`src/rtl/vend_txn_controller.sv`:
```
// vend_txn_controller: one sequencer for the three-item nickel/dime vending machine.
// Latches an item price, collects coin credit, then drives the dispenser and the
// nickel-return mechanism through req/ack handshakes. Also handles cancel refunds.
// Optional feature macro: VEND_TIMEOUT_EN. When it is defined, an inactivity
// counter in COLLECT forces a refund (or a return to IDLE when there is no credit)
// after TIMEOUT_CYC idle cycles.
// All outputs come straight from flops. State-decoded requests are registered from
// the next state, so each one rises on the same edge that enters its state.
module vend_txn_controller #(
   parameter int PRICE0      = 3,
   parameter int PRICE1      = 4,
   parameter int PRICE2      = 5,
   parameter int TIMEOUT_CYC = 1000
) (
   input  logic       clock,
   input  logic       reset_n,
   input  logic [1:0] item_sel,
   input  logic       item_valid,
   input  logic       nickel_in,
   input  logic       dime_in,
   input  logic       cancel,
   input  logic       dispense_ack,
   input  logic       nickel_out_ack,
   output logic       dispense_req,
   output logic       nickel_out_req,
   output logic       coin_reject,
   output logic       sel_err,
   output logic       vend_done,
   output logic       refund_done,
   output logic [3:0] credit,
   output logic       busy
);

   typedef enum logic [2:0] {
      ST_IDLE    = 3'd0,
      ST_COLLECT = 3'd1,
      ST_VEND    = 3'd2,
      ST_CHANGE  = 3'd3,
      ST_REFUND  = 3'd4
   } state_t;

   state_t     state_q, state_d;
   logic [3:0] credit_q, credit_d;
   logic [3:0] price_q, price_d;
   logic       coin_reject_q, coin_reject_d;
   logic       sel_err_q, sel_err_d;
   logic       vend_done_q, vend_done_d;
   logic       refund_done_q, refund_done_d;
   logic       dispense_req_q, dispense_req_d;
   logic       nickel_out_req_q, nickel_out_req_d;
   logic       busy_q, busy_d;
   logic [3:0] coin_add_s;
   logic [3:0] credit_upd_s;
   logic       timeout_s;

   // Maps a valid item code to its price in nickels; code 3 never reaches here.
   function automatic logic [3:0] price_of(input logic [1:0] sel);
      logic [3:0] p;
      case (sel)
         2'd0:    p = 4'(PRICE0);
         2'd1:    p = 4'(PRICE1);
         2'd2:    p = 4'(PRICE2);
         default: p = 4'd0;
      endcase
      return p;
   endfunction

`ifdef VEND_TIMEOUT_EN
   localparam int TW = (TIMEOUT_CYC > 2) ? $clog2(TIMEOUT_CYC) : 1;
   logic [TW-1:0] timer_q, timer_d;

   // Inactivity counter: cleared outside COLLECT (so it is zero on entry) and on every credited coin.
   always_comb begin
      timer_d = timer_q;
      if ((state_q != ST_COLLECT) || (coin_add_s != 4'd0)) begin
         timer_d = '0;
      end else begin
         timer_d = timer_q + TW'(1);
      end
   end

   // Inactivity counter register.
   always_ff @(posedge clock or negedge reset_n) begin
      if (!reset_n) begin
         timer_q <= '0;
      end else begin
         timer_q <= timer_d;
      end
   end

   assign timeout_s = (timer_q == TW'(TIMEOUT_CYC - 1));
`else
   assign timeout_s = 1'b0;
`endif

   // Coin credit in COLLECT: a dime wins over a same-cycle nickel, which is rejected.
   always_comb begin
      coin_add_s = 4'd0;
      if (state_q == ST_COLLECT) begin
         if (dime_in) begin
            coin_add_s = 4'd2;
         end else if (nickel_in) begin
            coin_add_s = 4'd1;
         end else begin
            coin_add_s = 4'd0;
         end
      end else begin
         coin_add_s = 4'd0;
      end
      credit_upd_s = credit_q + coin_add_s;
   end

   // Next-state, credit and one-cycle pulse logic for the transaction sequencer.
   always_comb begin
      state_d       = state_q;
      credit_d      = credit_q;
      price_d       = price_q;
      coin_reject_d = 1'b0;
      sel_err_d     = 1'b0;
      vend_done_d   = 1'b0;
      refund_done_d = 1'b0;
      case (state_q)
         ST_IDLE: begin
            coin_reject_d = nickel_in | dime_in;
            if (item_valid) begin
               if (item_sel == 2'd3) begin
                  sel_err_d = 1'b1;
               end else begin
                  price_d  = price_of(item_sel);
                  credit_d = 4'd0;
                  state_d  = ST_COLLECT;
               end
            end else begin
               state_d = ST_IDLE;
            end
         end
         ST_COLLECT: begin
            coin_reject_d = nickel_in & dime_in;
            credit_d      = credit_upd_s;
            // Reaching the price beats a same-cycle cancel or timeout.
            if (credit_upd_s >= price_q) begin
               state_d = ST_VEND;
            end else if (cancel || (timeout_s && (coin_add_s == 4'd0))) begin
               state_d = (credit_upd_s != 4'd0) ? ST_REFUND : ST_IDLE;
            end else begin
               state_d = ST_COLLECT;
            end
         end
         ST_VEND: begin
            coin_reject_d = nickel_in | dime_in;
            if (dispense_ack) begin
               credit_d = credit_q - price_q;
               if ((credit_q - price_q) != 4'd0) begin
                  state_d = ST_CHANGE;
               end else begin
                  state_d     = ST_IDLE;
                  vend_done_d = 1'b1;
               end
            end else begin
               state_d = ST_VEND;
            end
         end
         ST_CHANGE, ST_REFUND: begin
            coin_reject_d = nickel_in | dime_in;
            // A zero credit here cannot be reached normally; finishing keeps the machine from sticking.
            if ((credit_q == 4'd0) || (nickel_out_ack && (credit_q == 4'd1))) begin
               credit_d      = 4'd0;
               state_d       = ST_IDLE;
               vend_done_d   = (state_q == ST_CHANGE);
               refund_done_d = (state_q == ST_REFUND);
            end else if (nickel_out_ack) begin
               credit_d = credit_q - 4'd1;
            end else begin
               credit_d = credit_q;
            end
         end
         default: begin
            state_d  = ST_IDLE;
            credit_d = 4'd0;
         end
      endcase
   end

   // Output decode from the next state so requests and busy line up with the state register.
   always_comb begin
      dispense_req_d   = (state_d == ST_VEND);
      nickel_out_req_d = ((state_d == ST_CHANGE) || (state_d == ST_REFUND)) && (credit_d != 4'd0);
      busy_d           = (state_d != ST_IDLE);
   end

   // State, credit, price and registered output flops; reset discards any in-flight credit.
   always_ff @(posedge clock or negedge reset_n) begin
      if (!reset_n) begin
         state_q          <= ST_IDLE;
         credit_q         <= 4'd0;
         price_q          <= 4'd0;
         coin_reject_q    <= 1'b0;
         sel_err_q        <= 1'b0;
         vend_done_q      <= 1'b0;
         refund_done_q    <= 1'b0;
         dispense_req_q   <= 1'b0;
         nickel_out_req_q <= 1'b0;
         busy_q           <= 1'b0;
      end else begin
         state_q          <= state_d;
         credit_q         <= credit_d;
         price_q          <= price_d;
         coin_reject_q    <= coin_reject_d;
         sel_err_q        <= sel_err_d;
         vend_done_q      <= vend_done_d;
         refund_done_q    <= refund_done_d;
         dispense_req_q   <= dispense_req_d;
         nickel_out_req_q <= nickel_out_req_d;
         busy_q           <= busy_d;
      end
   end

   assign dispense_req   = dispense_req_q;
   assign nickel_out_req = nickel_out_req_q;
   assign coin_reject    = coin_reject_q;
   assign sel_err        = sel_err_q;
   assign vend_done      = vend_done_q;
   assign refund_done    = refund_done_q;
   assign credit         = credit_q;
   assign busy           = busy_q;

endmodule

```
`config.mk`:
```
export PLATFORM = sky130hd
export DESIGN_NAME = vend_txn_controller
export DESIGN_NICKNAME = d
export VERILOG_FILES = /design/src/rtl/vend_txn_controller.sv
export SDC_FILE = /design/constraint.sdc
export NUM_CORES = 1
export LEC_CHECK = 0
export ABC_CLOCK_PERIOD_IN_PS = 2900
export BUFFER_PORTS_ARGS = -buffer_cell sky130_fd_sc_hd__buf_2
export CORE_UTILIZATION = 40
export CTS_BUF_LIST = sky130_fd_sc_hd__clkbuf_4 sky130_fd_sc_hd__clkbuf_8
export CTS_CLUSTER_SIZE = 16
export DETAILED_ROUTE_END_ITERATION = 8
export PLACE_DENSITY = 0.59
export REMOVE_ABC_BUFFERS = 1
export SYNTH_ARGS = -nofsm -noshare
export SYNTH_HDL_FRONTEND = slang
export SYNTH_SLANG_ARGS = --single-unit
```
`constraint.sdc`:
```
create_clock -name clock -period 2.9 [get_ports clock]
set_input_delay 0.145 -clock clock [delete_from_list [all_inputs] [get_ports clock]]
set_output_delay 0.145 -clock clock [all_outputs]
set_load 0.02 [all_outputs]
```
==> flow_summary.ini, run 1 <==
[sta]
period_share = 1.01
setup_viol = 1
clock_skew_ns = 0.00210
setup_slack_ns = -0.0203
drv_slew = 0
finalCriticalPeriod_ns = 2.92
max_freq_mhz = 342
finalHoldViolCount = 0
rsz0062_at_grt = true
worst_pin_slew_ns = 0.469
timing.slew.headroom = 0.686

[placed_design]
placed_cell_area_mm2 = 0.00164
port_buffers = 20
place_congestion = 0.891
detailed_place_hpwl_um = 2720

[routing]
wl_per_cell_um = 15.4
drc_errors = 0
routed_via_density = 5.51
drtPass1Iterations = 4
first_iter_violations = 51
vias = 1251
wl_um = 3500
antenna_left = 0

[final_layout]
syn2layout_area_growth_pct = 26.9
final_nets = 210
final_core_util = 0.554
stdcell_area_mm2 = 0.00175
drive_above_1_share = 0.328
antenna_cells = 0
fill_cells = 305

[setup_path]
endpoint = busy
worstSetupStartpointType = register
rr_worst_depth = 10
path_class = register to register
critPathRequiredTime_ns = 3.09
startpoint = state_q[1]
worstPathArrival_ns = 3.11
crit_fanout = 2
reg2reg_from = state_q[1]
r2r-end = busy
critPathCaptureType = register
ff2ff_setup_slack_ns = -0.02

[clock_network]
cts-root-buf = clkbuf_4
h-tree-depth = 1
cts_tree = yes
clock_latency_ns = 0.30
clock_sinks = 17
cts_buffers = 3
cts_buffer_depth = 2
clk_pin_slew_ns = 0.11

[power]
ir_drop_uv = 435
p_per_area_mw_per_mm2 = 1070
leakage_nw = 0.861
finalPower_mw = 1.87

[logic_synthesis]
synth_seq_cells = 17
yosysTopAreaCell = dfrtp_1
yosysUniqueCellTypes = 49
synth_top_area_frac = 0.309
syn_area_mm2 = 0.00138
yosysMostFrequentCell = dfrtp_1
ys_top_cells_by_area = dfrtp_1, ha_1, nand2_1
synth_top_cells_by_count = dfrtp_1, ha_1, nand2_1, inv_1, nor2_1
synth_warnings = 0
synth-edff-count = 0
syn_avg_cell_area_um2 = 9.63
netlist_instances = 143
synth_seq_area_share = 0.309
async_flop_share = 1.00
synth_ff_type = dfrtp_1

[floorplanning]
start_util = 0.437
die_area_mm2 = 0.00368
core_mm2 = 0.00315
rows = 20
io_pins = 21
die_h_um = 60.7
die_width_um = 60.7

[hold_path]
min_path_cells = 3
hp-class = primary input to register

[global_routing]
grt_pass1_vias = 1223
grt_use_total = 0.214
grt-ovfl-total = 0
grt_first_pass_wirelength_um = 5620
grt_max_degree = 18
antenna_found_initial = 0

[run_status]
status = finished with violations
violations = negative setup slack

[run]
drv_cap = 0
==> kinds of logic after synthesis <==
group	after synthesis	share of synthesized area
adders and majority gates	16	0.156
DFF	17	0.309
muxes	1	0.00817
AOI/OAI and AO/OA	37	0.203
xor gates and xnor gates	2	0.0127
and+or+nand+nor	58	0.272
buffers and inverters	12	0.0400
==> power breakdown <==
part	switching (mW)	internal [mW]
sequential	0.0651	0.326
combinational	0.726	0.616
clock	0.0863	0.0514
==> layer usage <==
| metal | global-route usage | routed length [µm] |
|---|---|---|
| met4 | 0.0877 | 65 |
| met1 | 0.289 | 1640 |
| met2 | 0.349 | 1670 |
| met5 | 0 | 0 |
| met3 | 0.0235 | 128 |
==> cell usage in the layout (no fill, tap or decap), types with 3 or more instances in the layout <==
cell and instances:
nor2_1 9, nand2_1 11, inv_1 9, nor3b_1 3, a221o_1 3, buf_2 20, ha_1 12, clkbuf_4 3
a21oi_1 3, dfrtp_1 17, a21o_1 4, and2_1 3, nand3_1 4, buf_4 18, o21ai_0 4
==> state kept, by name (all words and copies together), names as in the netlist <==
signal / count
busy: 1
coin_reject: 1
credit: 4
dispense_req: 1
nickel_out_req: 1
price_q: 3
refund_done: 1
sel_err: 1
state_q: 3
vend_done: 1
==> final cells by class <==
cell class	instances	area, µm²	share of cell area
tap	44	55.1	0.0315
sequential	17	425	0.243
clock buffer	3	22.5	0.0129
inverter	9	33.8	0.0193
timing repair buffer	39	245	0.140
multi-input combinational	114	961	0.550
clock inverter	1	5.00	0.00286
==> metrics by stage <==
step           cells   TNS, ns  setup slack [ns]  hold WS [ns]
2_1_floorplan    140    -0.165            -0.165        -0.151
3_3_place_gp     221   -0.0451           -0.0451        0.0946
3_5_place_dp     221    -0.113            -0.113         0.104
4_1_cts          227  -0.00270          -0.00270         0.111
5_1_grt          227    -0.210            -0.133         0.124
6_report         227   -0.0203           -0.0203         0.111
==> how the worst min path moves through the flow <==
stage	start	end	slack, ns
2_1_floorplan	reset_n	busy	-0.15
3_3_place_gp	reset_n	credit[2]	0.09
3_5_place_dp	reset_n	credit[2]	0.10
4_1_cts	nickel_in	coin_reject	0.11
5_1_grt	nickel_in	coin_reject	0.12
6_report	item_valid	sel_err	0.11
==> worst max-delay path: stages (launching register included) <==
cell and delay [ns]:
dfrtp_1 0.40, nand2b_4 0.14, nand2b_4 0.14, nor3b_2 0.16
ha_2 0.21, fa_1 0.43, ha_1 0.29, a21o_1 0.17
a211o_1 0.13, or4b_4 0.45, a2111o_1 0.29
==> timing repair <==
action | in CTS | in global routing
pin swaps | 4 | 5
hold endpoints to repair | 17 | 0
gates resized for setup | 6 | 6
hold buffers | 1 | 0
setup endpoints to repair | 2 | 3
setup buffers | 1 | 0
No activity file was read; power rests on OpenSTA's default activity.
==> run 2: changes to the inputs <==
--- a/config.mk
+++ b/config.mk
@@ -6,13 +6,14 @@
 export NUM_CORES = 1
 export LEC_CHECK = 0
 export ABC_CLOCK_PERIOD_IN_PS = 2900
-export BUFFER_PORTS_ARGS = -buffer_cell sky130_fd_sc_hd__buf_2
 export CORE_UTILIZATION = 40
 export CTS_BUF_LIST = sky130_fd_sc_hd__clkbuf_4 sky130_fd_sc_hd__clkbuf_8
 export CTS_CLUSTER_SIZE = 16
 export DETAILED_ROUTE_END_ITERATION = 8
-export PLACE_DENSITY = 0.59
+export DONT_BUFFER_PORTS = 1
+export PLACE_DENSITY = 0.53
 export REMOVE_ABC_BUFFERS = 1
+export SLEW_MARGIN = 15
 export SYNTH_ARGS = -nofsm -noshare
 export SYNTH_HDL_FRONTEND = slang
 export SYNTH_SLANG_ARGS = --single-unit
==> flow_summary.ini, run 2 (synthesis gave the netlist of run 1 again) <==
[run_status]
status = finished with violations
violations = negative setup slack

[hold_path]
hp-class = primary input to register
min_path_cells = 2

[final_layout]
mostFrequentLayoutCells = buf_4, dfrtp_1, ha_1
fill_cells = 320
syn2layout_area_growth_pct = 20.0
largest_register_ffs = 4
antenna_cells = 0
final_nets = 192
drive_above_1_share = 0.242
final_common_cell = buf_4

[global_routing]
grt_first_pass_wirelength_um = 5670
grt_max_degree = 18
met3_usage = 0.0448
antenna_found_initial = 0
grtUsageMet2 = 0.347
grt_busiest_layer = met2
met1_usage = 0.270
grt_pass1_vias = 1238
grt_use_total = 0.211
grt-ovfl-total = 0

[placed_design]
port_buffers = 0
place_congestion = 0.785
detailed_place_hpwl_um = 2690

[clock_network]
clk_pin_slew_ns = 0.11
cts_buffers = 3
cts_tree = yes
cts-root-buf = clkbuf_4
cts_buffer_depth = 2
h-tree-depth = 1
clock_latency_ns = 0.30
clock_sinks = 17

[routing]
drtPass1Iterations = 4
vias = 1205
first_iter_violations = 24
wl_per_cell_um = 17.2
drc_errors = 0
routed_via_density = 5.77
wl_um = 3590
antenna_left = 0

[floorplanning]
io_pins = 21
start_util = 0.437
die_area_mm2 = 0.00368
die_width_um = 60.7
core_mm2 = 0.00315
die_h_um = 60.7
rows = 20

[power]
p_switching_uw = 866
p_seq_frac = 0.243
finalPower_mw = 1.83
clkPwrFrac = 0.075
power_frac_comb = 0.682
leakage_nw = 0.791
intPower_uw = 960
ir_drop_uv = 348
p_per_area_mw_per_mm2 = 1100
swShare = 0.474

[sta]
finalHoldViolCount = 0
hold_slack_ns = 0.00119
drv_slew = 0
clock_skew_ns = 0.00215
period_share = 1.03
rsz0062_at_grt = true
finalCriticalPeriod_ns = 2.97
worst_pin_slew_ns = 0.936
setup_viol = 1
setup_slack_ns = -0.0742
timing.slew.headroom = 0.370
max_freq_mhz = 336

[setup_path]
path_class = register to register
rr_worst_depth = 10
worstSetupStartpointType = register
critPathCaptureType = register
worstPathArrival_ns = 3.16
critPathRequiredTime_ns = 3.09
crit_fanout = 2

[run]
drv_cap = 0
==> run 2: cell count changes in the layout (fill, tap and decap cells not counted), sizes merged <==
cell,previous run,this run
buf,38,19
dlygate4sd3,1,2
==> run 2: power by group through the flow <==
stage          Clock (mW)  Combinational, mW  Sequential (mW)
2_1_floorplan           0              0.703            0.499
3_3_place_gp            0               1.10            0.445
3_5_place_dp            0               1.13            0.446
4_1_cts             0.138               1.20            0.445
5_1_grt             0.150               1.36            0.458
6_report            0.136               1.25            0.444
==> run 2: cell type report <==
cell class / instances / area (µm²) / area share
clock inverter: 1 / 5.00 / 0.00303
timing repair buffer: 21 / 163 / 0.0984
inverter: 9 / 33.8 / 0.0204
tap: 44 / 55.1 / 0.0333
clock buffer: 3 / 22.5 / 0.0136
sequential: 17 / 425 / 0.257
multi-input combinational: 114 / 948 / 0.574
==> run 2: critical path, cell delays in order (launching register included) <==
cell and delay, ns:
dfrtp_1 0.39, nand2b_4 0.14, nand2b_4 0.15, nor3b_2 0.16, ha_2 0.21, fa_1 0.44, ha_1 0.31, a21o_1 0.15
a211o_1 0.13, or4b_4 0.46, a2111o_1 0.31
==> run 2: final timing paths <==
path,startpoint,slack [ns],endpoint
setup / recovery,state_q[1],-0.07,busy
max in group asynchronous,reset_n,2.02,price_q[2]
setup reg to reg,state_q[1],-0.07,busy
min in group asynchronous,reset_n,0.37,credit[1]
hold reg to reg,price_q[0],0.59,price_q[0]
hold / removal,nickel_in,0.001,coin_reject
==> run 2: timing repair <==
action | in CTS | in global routing
endpoints found under the setup margin | 3 | 5
gates cloned | 0 | 0
resized for setup | 8 | 2
hold buffers | 2 | 0
hold endpoints to repair | 18 | 0
pin swaps | 4 | 3
setup buffers | 1 | 2
==> run 2: per-layer routing <==
| layer | share of wire | up-vias |
|---|---|---|
| met5 | 0 | - |
| met3 | 0.049 | 6 |
| met2 | 0.47 | 35 |
| met1 | 0.46 | 582 |
| met4 | 0.018 | 0 |
| li1 | - | 582 |
==> run 2: per-stage QoR <==
stage	setup TNS, ns	area (µm²)	utilization	instances	setup WS [ns]
global placement	-0.00511	1530	0.486	200	-0.00511
detailed placement	-0.180	1530	0.486	200	-0.116
global route	-0.253	1650	0.524	209	-0.172
CTS	-0.0663	1630	0.516	207	-0.0663
finish	-0.0742	1650	0.524	209	-0.0742
floorplan	-0.165	1360	-	140	-0.165
==> run 3: changes to the inputs <==
--- a/config.mk
+++ b/config.mk
@@ -5,13 +5,13 @@
 export SDC_FILE = /design/constraint.sdc
 export NUM_CORES = 1
 export LEC_CHECK = 0
-export ABC_CLOCK_PERIOD_IN_PS = 2900
+export ABC_CLOCK_PERIOD_IN_PS = 2750
 export CORE_UTILIZATION = 40
 export CTS_BUF_LIST = sky130_fd_sc_hd__clkbuf_4 sky130_fd_sc_hd__clkbuf_8
 export CTS_CLUSTER_SIZE = 16
 export DETAILED_ROUTE_END_ITERATION = 8
 export DONT_BUFFER_PORTS = 1
-export PLACE_DENSITY = 0.53
+export PLACE_DENSITY = 0.51
 export REMOVE_ABC_BUFFERS = 1
 export SLEW_MARGIN = 15
 export SYNTH_ARGS = -nofsm -noshare
==> constraint.sdc (replaced) <==
create_clock -name clock -period 2.75 [get_ports clock]
set_input_delay 0.1375 -clock clock [delete_from_list [all_inputs] [get_ports clock]]
set_output_delay 0.1375 -clock clock [all_outputs]
set_load 0.02 [all_outputs]
==> flow_summary.ini, run 3 (synthesis gave the netlist of run 1 again) <==
[routing]
first_iter_violations = 48
routed_via_density = 5.60
drtPass1Iterations = 4
wl_per_cell_um = 16.4
wl_um = 3600
drc_errors = 0
antenna_left = 0
vias = 1232

[setup_path]
crit_fanout = 2
worstSetupStartpointType = register
cpMaxStageDelayCell = or4b_4
path_class = register to register
critPathRequiredTime_ns = 2.94
worstPathArrival_ns = 3.14
slowest_delay_ns = 0.45
critPathCaptureType = register
cp_common_cell = nand2b_4
crit_chain = nand2b_4, nand2b_4, nor3b_2, ha_2, fa_1, ha_1, a21o_1, a211o_1, or4b_4, a2111o_1

[floorplanning]
die_area_mm2 = 0.00368
start_util = 0.437
io_pins = 21
die_width_um = 60.7
die_h_um = 60.7
core_mm2 = 0.00315
rows = 20

[sta]
finalHoldViolCount = 0
rsz0062_at_grt = true
max_freq_mhz = 339
worst_pin_slew_ns = 0.785
setup_viol = 4
clock_skew_ns = 0.00165
setup_slack_ns = -0.202
drv_slew = 0
timing.slew.headroom = 0.475
period_share = 1.07
finalCriticalPeriod_ns = 2.95

[run_status]
violations = negative setup slack
status = finished with violations

[final_layout]
final_nets = 203
drive_above_1_share = 0.295
syn2layout_area_growth_pct = 27.4
antenna_cells = 0
mostFrequentLayoutCells = buf_4, dfrtp_1, ha_1
final_core_util = 0.557
largest_register_ffs = 4
final_common_cell = buf_4

[global_routing]
grt_first_pass_wirelength_um = 5490
antenna_found_initial = 0
grt_max_degree = 18
grt-ovfl-total = 0
grt_use_total = 0.209
grt_pass1_vias = 1146

[clock_network]
h-tree-depth = 1
cts_buffers = 3
cts-root-buf = clkbuf_4
cts_buffer_depth = 2
clk_pin_slew_ns = 0.10
cts_tree = yes
clock_latency_ns = 0.30
clock_sinks = 17

[power]
ir_drop_uv = 530
p_per_area_mw_per_mm2 = 1170
leakage_nw = 0.849

[placed_design]
detailed_place_hpwl_um = 2700
pre_cts_ws_ns = -0.240
port_buffers = 0
place_congestion = 0.785

[run]
drv_cap = 0

[hold_path]
hp-class = primary input to register
run 3: changes by cell type in the layout (fill, tap and decap cells not counted), sizes merged:
cell / before / now
buf: 19 / 29
dlygate4sd3: 2 / 3
run 3: per-layer routing:
metal	track usage	vias to the layer above	share of wire
met4	0.0519	0	0.011
met1	0.292	597	0.46
met3	0.0576	6	0.050
li1	-	601	-
met5	0	-	0
met2	0.320	28	0.48
run 3: critical path: cells and delay by family (launching register included):
family	cells	cell delay [ns]
adders and majority gates	3	0.95
and+or+nand+nor	4	0.90
DFF	1	0.39
AOI/OAI and AO/OA	3	0.59
run 3: where the power goes:
part,internal (mW),switching [mW],total [mW]
combinational,0.715,0.739,1.45
clock,0.0544,0.0854,0.140
sequential,0.345,0.118,0.463
run 3: path summary, 6_finish.rpt:
check | endpoint | from | slack (ns) | cells after the start
min in group asynchronous | nickel_out_req | reset_n | 0.35 | 1
worst max register to register | busy | state_q[1] | -0.20 | 10
worst max-delay path | busy | state_q[1] | -0.20 | 10
worst min-delay path | coin_reject | dime_in | 0.007 | 2
worst min register to register | price_q[0] | price_q[0] | 0.60 | 1
max in group asynchronous | credit[0] | reset_n | 1.92 | 1
run 3: final cells by class:
type / instances / area (µm²)
fillers: 288 / 1400
multi-input cells: 114 / 962
flip-flops and latches: 17 / 425
repair buffers: 32 / 251
well taps: 44 / 55.1
inverters: 9 / 33.8
clock buffers: 3 / 22.5
clock inverters: 1 / 5.00
run 3: timing repair:
item	CTS	global route
hold endpoints to repair	19	0
hold buffers	3	0
endpoints found under the setup margin	6	6
resized for setup	9	5
pin swaps	2	0
setup buffers	2	3
run 3: stage by stage:
stage	TNS, ns	cell area [µm²]	hold slack [ns]	power (mW)	instances
2_1_floorplan	-0.551	1360	-0.158	1.27	140
3_3_place_gp	-0.452	1600	-0.158	1.71	209
3_5_place_dp	-0.747	1600	-0.158	1.73	209
4_1_cts	-0.179	1720	0.00230	1.97	218
5_1_grt	-0.958	1760	0.00254	2.22	220
6_report	-0.346	1760	0.00687	2.06	220
